[src/rtl/nmea_pkg.sv]
// Shared types and constants for the NMEA receive path (UART receiver and sentence parser).
package nmea_pkg;

  typedef enum logic [2:0] {
    IDLE,
    START,
    DATA,
    STOP,
    BREAK
  } rx_state_t;

  localparam logic [7:0] ASCII_DOLLAR = 8'h24;
  localparam logic [7:0] ASCII_COMMA  = 8'h2C;
  localparam logic [7:0] ASCII_ZERO   = 8'h30;

  localparam int DEFAULT_CLK_HZ = 100_000_000;
  localparam int DEFAULT_BAUD   = 9600;

  function automatic logic majority3(input logic a, input logic b, input logic c);
    return (a & b) | (a & c) | (b & c);
  endfunction

endpackage

[src/rtl/nmea_baud_tick.sv]
// Sample-tick divider: one-clk tick every DIV clocks, phase re-aligned by a synchronous clear.
module nmea_baud_tick
  import nmea_pkg::*;
#(
  parameter int DIV = 651
) (
  input  logic clk,
  input  logic rst,
  input  logic clear,
  output logic tick
);

  localparam int CW = (DIV > 1) ? $clog2(DIV) : 1;

  logic [CW-1:0] cnt;

  assign tick = (cnt == CW'(DIV - 1));

  always_ff @(posedge clk or posedge rst) begin
    if (rst) begin
      cnt <= '0;
    end else if (clear || tick) begin
      cnt <= '0;
    end else begin
      cnt <= cnt + 1'b1;
    end
  end

endmodule

[src/rtl/nmea_uart_rx.sv]
// 8N1 oversampling UART receiver feeding the NMEA parser with char/valid.
// Define NMEA_RX_MAJORITY_EN for a 3-sample mid-bit majority vote instead of a single sample.
module nmea_uart_rx
  import nmea_pkg::*;
#(
  parameter int CLK_HZ     = DEFAULT_CLK_HZ,
  parameter int BAUD       = DEFAULT_BAUD,
  parameter int OVERSAMPLE = 16
) (
  input  logic       clk,
  input  logic       rst,
  input  logic       rx,
  output logic [7:0] char,
  output logic       valid,
  output logic       framing_err,
  output logic       busy
);

  localparam int DIV = CLK_HZ / (BAUD * OVERSAMPLE);
  localparam int SW  = $clog2(OVERSAMPLE);
  localparam logic [SW-1:0] LAST = SW'(OVERSAMPLE - 1);

  // samp_cnt holds the tick count already seen in this bit; the decision tick is the one
  // that brings it to the mid-bit point (one tick later when voting).
`ifdef NMEA_RX_MAJORITY_EN
  localparam logic [SW-1:0] DEC_PRE = SW'(OVERSAMPLE / 2);
`else
  localparam logic [SW-1:0] DEC_PRE = SW'(OVERSAMPLE / 2 - 1);
`endif

  logic rx_m, rx_s;
  rx_state_t state;
  logic [SW-1:0] samp_cnt;
  logic [2:0] bit_idx;
  logic [7:0] shreg;
  logic tick, decide, bit_end, sample, div_clear;

  always_ff @(posedge clk or posedge rst) begin
    if (rst) begin
      rx_m <= 1'b1;
      rx_s <= 1'b1;
    end else begin
      rx_m <= rx;
      rx_s <= rx_m;
    end
  end

`ifdef NMEA_RX_MAJORITY_EN
  logic [1:0] vote_sr;

  always_ff @(posedge clk or posedge rst) begin
    if (rst) begin
      vote_sr <= 2'b11;
    end else if (tick) begin
      vote_sr <= {vote_sr[0], rx_s};
    end
  end

  assign sample = majority3(vote_sr[1], vote_sr[0], rx_s);
`else
  assign sample = rx_s;
`endif

  assign decide  = tick && (samp_cnt == DEC_PRE);
  assign bit_end = tick && (samp_cnt == LAST);

  // Re-phase the divider on the start edge; in BREAK it measures how long the line has stayed high.
  assign div_clear = ((state == IDLE) && !rx_s)
                   || ((state == STOP) && decide && !sample)
                   || ((state == BREAK) && !rx_s);

  nmea_baud_tick #(.DIV(DIV)) u_tick (
    .clk   (clk),
    .rst   (rst),
    .clear (div_clear),
    .tick  (tick)
  );

  always_ff @(posedge clk or posedge rst) begin
    if (rst) begin
      state       <= IDLE;
      samp_cnt    <= '0;
      bit_idx     <= '0;
      shreg       <= '0;
      char        <= 8'h00;
      valid       <= 1'b0;
      framing_err <= 1'b0;
      busy        <= 1'b0;
    end else begin
      valid       <= 1'b0;
      framing_err <= 1'b0;
      if (tick) begin
        samp_cnt <= (samp_cnt == LAST) ? '0 : samp_cnt + 1'b1;
      end
      case (state)
        IDLE: begin
          if (!rx_s) begin
            state    <= START;
            samp_cnt <= '0;
            busy     <= 1'b1;
          end
        end
        START: begin
          if (decide && sample) begin
            state <= IDLE;
            busy  <= 1'b0;
          end else if (bit_end) begin
            state   <= DATA;
            bit_idx <= '0;
          end
        end
        DATA: begin
          if (decide) begin
            shreg <= {sample, shreg[7:1]};
          end
          if (bit_end) begin
            if (bit_idx == 3'd7) begin
              state <= STOP;
            end else begin
              bit_idx <= bit_idx + 1'b1;
            end
          end
        end
        // Leaving mid stop bit keeps the following start edge visible for back-to-back frames.
        STOP: begin
          if (decide) begin
            if (sample) begin
              char  <= shreg;
              valid <= 1'b1;
              state <= IDLE;
              busy  <= 1'b0;
            end else begin
              framing_err <= 1'b1;
              state       <= BREAK;
            end
          end
        end
        BREAK: begin
          if (tick && rx_s) begin
            state <= IDLE;
            busy  <= 1'b0;
          end
        end
        default: begin
          state <= IDLE;
          busy  <= 1'b0;
        end
      endcase
    end
  end

endmodule

[config.mk]
export PLATFORM = sky130hd
export DESIGN_NAME = nmea_uart_rx
export DESIGN_NICKNAME = d
export VERILOG_FILES = /design/src/rtl/nmea_pkg.sv /design/src/rtl/nmea_baud_tick.sv /design/src/rtl/nmea_uart_rx.sv
export SDC_FILE = /design/constraint.sdc
export NUM_CORES = 1
export LEC_CHECK = 0
export BUFFER_PORTS_ARGS = -buffer_cell sky130_fd_sc_hd__buf_2
export CORE_UTILIZATION = 32
export DETAILED_ROUTE_END_ITERATION = 6
export PLACE_DENSITY_LB_ADDON = 0.3
export SYNTH_ARGS = -nofsm -noshare
export SYNTH_HDL_FRONTEND = slang
export SYNTH_HIERARCHICAL = 1
export SYNTH_SLANG_ARGS = --single-unit
[constraint.sdc]
create_clock -name clk -period 2.4 [get_ports clk]
set_input_delay 0.12 -clock clk [delete_from_list [all_inputs] [get_ports clk]]
set_output_delay 0.12 -clock clk [all_outputs]
set_load 0.02 [all_outputs]
==> flow_summary.toml <==
[place]
dpl.hpwl_mm = 2.36
portBuffers = 13
place.gp.congestion = 0.767
dp.cells = 252

[grt]
grt_antenna_before_repair = 0
grt_pass1_vias = 1236
grt_pass1_wl_mm = 5.60
grt_usage = 0.115
grt-ovfl-total = 0
grt_max_degree = 32

[worst_setup_path]
path_buf_inv = 3
crit_fanout = 10
cp-start-kind = "register"
slowest_delay_ns = 0.41
cp_top_family = "simple AND/OR/NAND/NOR gates"
cp_slowest_cell = "dfrtp_1"
cp.required_ns = 2.55
worstSetupPathType = "reg -> reg"
path_cells = "inv_1 > ha_1 > nand4bb_2 > nor3_2 > buf_4 > nand3_4 > o32a_2 > nor2_1 > inv_1 > o31ai_4 > nor2_1"
critPathArrivalTime_ns = 2.36
endpoint_kind = "register"

[synthesis]
synth_top_area_frac = 0.501
synth_warnings = 6
synth_top_area_cell = "dfrtp_1"
synth_common_cells = "dfrtp_1, mux2_2, nor2_1"
synth_seq_cells = 41
async_flop_share = 1.00
synth-seq-area-share = 0.528
synth_cell_types = 50
synth_nets = 169
yosys-top-cells-area = "dfrtp_1, mux2_2, ha_1, dfstp_2, nor2_1"
synth_edf_count = 0
synth_area_per_cell_um2 = 12.1
yosys_most_used_dff = "dfrtp_1"
syn_area_um2 = 1950
synth.most_common_cell = "dfrtp_1"
netlist_instances = 161

[layout]
area_delta_synth_final_pct = 17.9
n_antenna_cell = 0
nets = 196
layout-drive-gt1-share = 0.349
fin_cells = 264

[floorplanning]
num_rows = 28
die_w_um = 80.1
pin_count = 14
die_h_um = 80.1
core_um2 = 5890
initial_core_util = 0.331
die_area_um2 = 6410

[detailed_routing]
dr_total_vias = 1274
drtIter0Drc = 29
totalWireLength_mm = 3.32
wire_per_inst_um = 12.6
vias_per_cell = 4.83
drtPass1Iterations = 4
drc_errors = 0
antenna_left = 0

[timing]
fmax_ghz = 0.452
tightest_slew_ns = 0.657
period_share = 0.921
hold_viol_final = 0
fin_setup_tns_ns = 0
slew_viol_final = 0
finalSetupViolations = 0
clock_skew_ns = 0.00614
fin_crit_ns = 2.21
holdWs_ns = 0.360
relSlewSlack = 0.558
rsz0062_at_grt = "no"

[cts]
clock-root-buffer = "clkbuf_8"
clock_latency_ns = 0.29
cts_tree = "yes"
h-tree-depth = 2
clk_pin_slew_ns = 0.07
cts_buffers = 5
cts.sinks = 41
clockBufferDepth = 2

[pwr]
ir_drop_uv = 366
power_density_nw_per_um2 = 561
leakagePower_uw = 0.00105

[flow_run]
maxCapViolCount = 0

[worst_hold_path]
min_path_type = "reg -> reg"

[outcome]
outcome = "completed"
-- power breakdown --
part           leakage, uW  switching [uW]  internal (uW)
Clock            0.0000574             235            338
Combinational     0.000451            15.5           5.08
Sequential        0.000546            2.20            693
Total              0.00105             253           1040
-- routing by layer --
metal | vias up | global-route usage | share of wire
met5 | - | 0 | 0
met4 | 0 | 0.0429 | 0.011
met3 | 4 | 0.0341 | 0.028
met2 | 15 | 0.185 | 0.48
met1 | 627 | 0.145 | 0.48
li1 | 628 | - | -
-- path summary, 6_finish.rpt --
kind | startpoint | endpoint | slack, ns | cells past startpoint
setup / recovery | u_tick/cnt[0] | u_tick/cnt[2] | 0.19 | 11
hold / removal | rx_m | rx_s | 0.36 | 0
setup reg to reg | u_tick/cnt[0] | u_tick/cnt[2] | 0.19 | 11
hold reg to reg | rx_m | rx_s | 0.36 | 0
max in group asynchronous | rst | rx_s | 1.62 | 4
min in group asynchronous | rst | u_tick/cnt[6] | 0.37 | 3
-- repair_timing --
action,CTS,global route
hold buffers,2,0
gates resized for setup,0,1
buffers inserted,0,2
endpoints found under the setup margin,0,26
endpoints found under the hold margin,40,0
-- cells by family after synthesis --
| group | count (synthesis) | synth area share |
|---|---|---|
| XOR/XNOR | 5 | 0.0225 |
| AND/OR/NAND/NOR | 50 | 0.175 |
| flip-flops | 41 | 0.528 |
| buffers and inverters | 15 | 0.0347 |
| multiplexers | 20 | 0.114 |
| AO/OA/AOI/OAI | 25 | 0.0944 |
| adder cells (fa/ha/maj) | 5 | 0.0321 |
-- placed cells by master (no fill, tap or decap), drive strengths merged, types with 3 or more instances in the layout --
cell type	n
dfrtp	39
ha	5
nand2	6
inv	10
nor2	11
mux2	17
xor2	3
nor3	3
a21oi	7
mux2i	3
o21ai	5
nand3	7
nor4	3
or3	4
clkbuf	6
buf	23
-- registers in the layout, indices dropped and copies added, names as in the netlist --
| name | flops |
|---|---|
| state | 3 |
| samp_cnt | 4 |
| rx_s | 1 |
| framing_err | 1 |
| char | 8 |
| valid | 1 |
| shreg | 8 |
| rx_m | 1 |
| u_tick/cnt | 10 |
| busy | 1 |
| bit_idx | 3 |
-- through the flow --
stage | power (uW) | utilization | area, um^2 | setup slack [ns]
after floorplan | 720 | - | 1950 | 0.152
after global placement | 729 | 0.363 | 2140 | 0.142
after detailed placement | 729 | 0.363 | 2140 | 0.0939
after CTS | 1320 | 0.387 | 2280 | 0.0802
after global routing | 1350 | 0.391 | 2300 | 0.00587
final | 1290 | 0.391 | 2300 | 0.188
-- area by class of cell --
| type | instances | area (um^2) |
|---|---|---|
| well taps | 75 | 93.8 |
| clock inverters | 2 | 37.5 |
| inverters | 10 | 37.5 |
| repair buffers | 25 | 160 |
| multi-input cells | 105 | 858 |
| clock buffers | 6 | 82.6 |
| fillers | 593 | 3590 |
| flip-flops and latches | 41 | 1030 |
No activity file was read; power rests on OpenSTA's default activity.
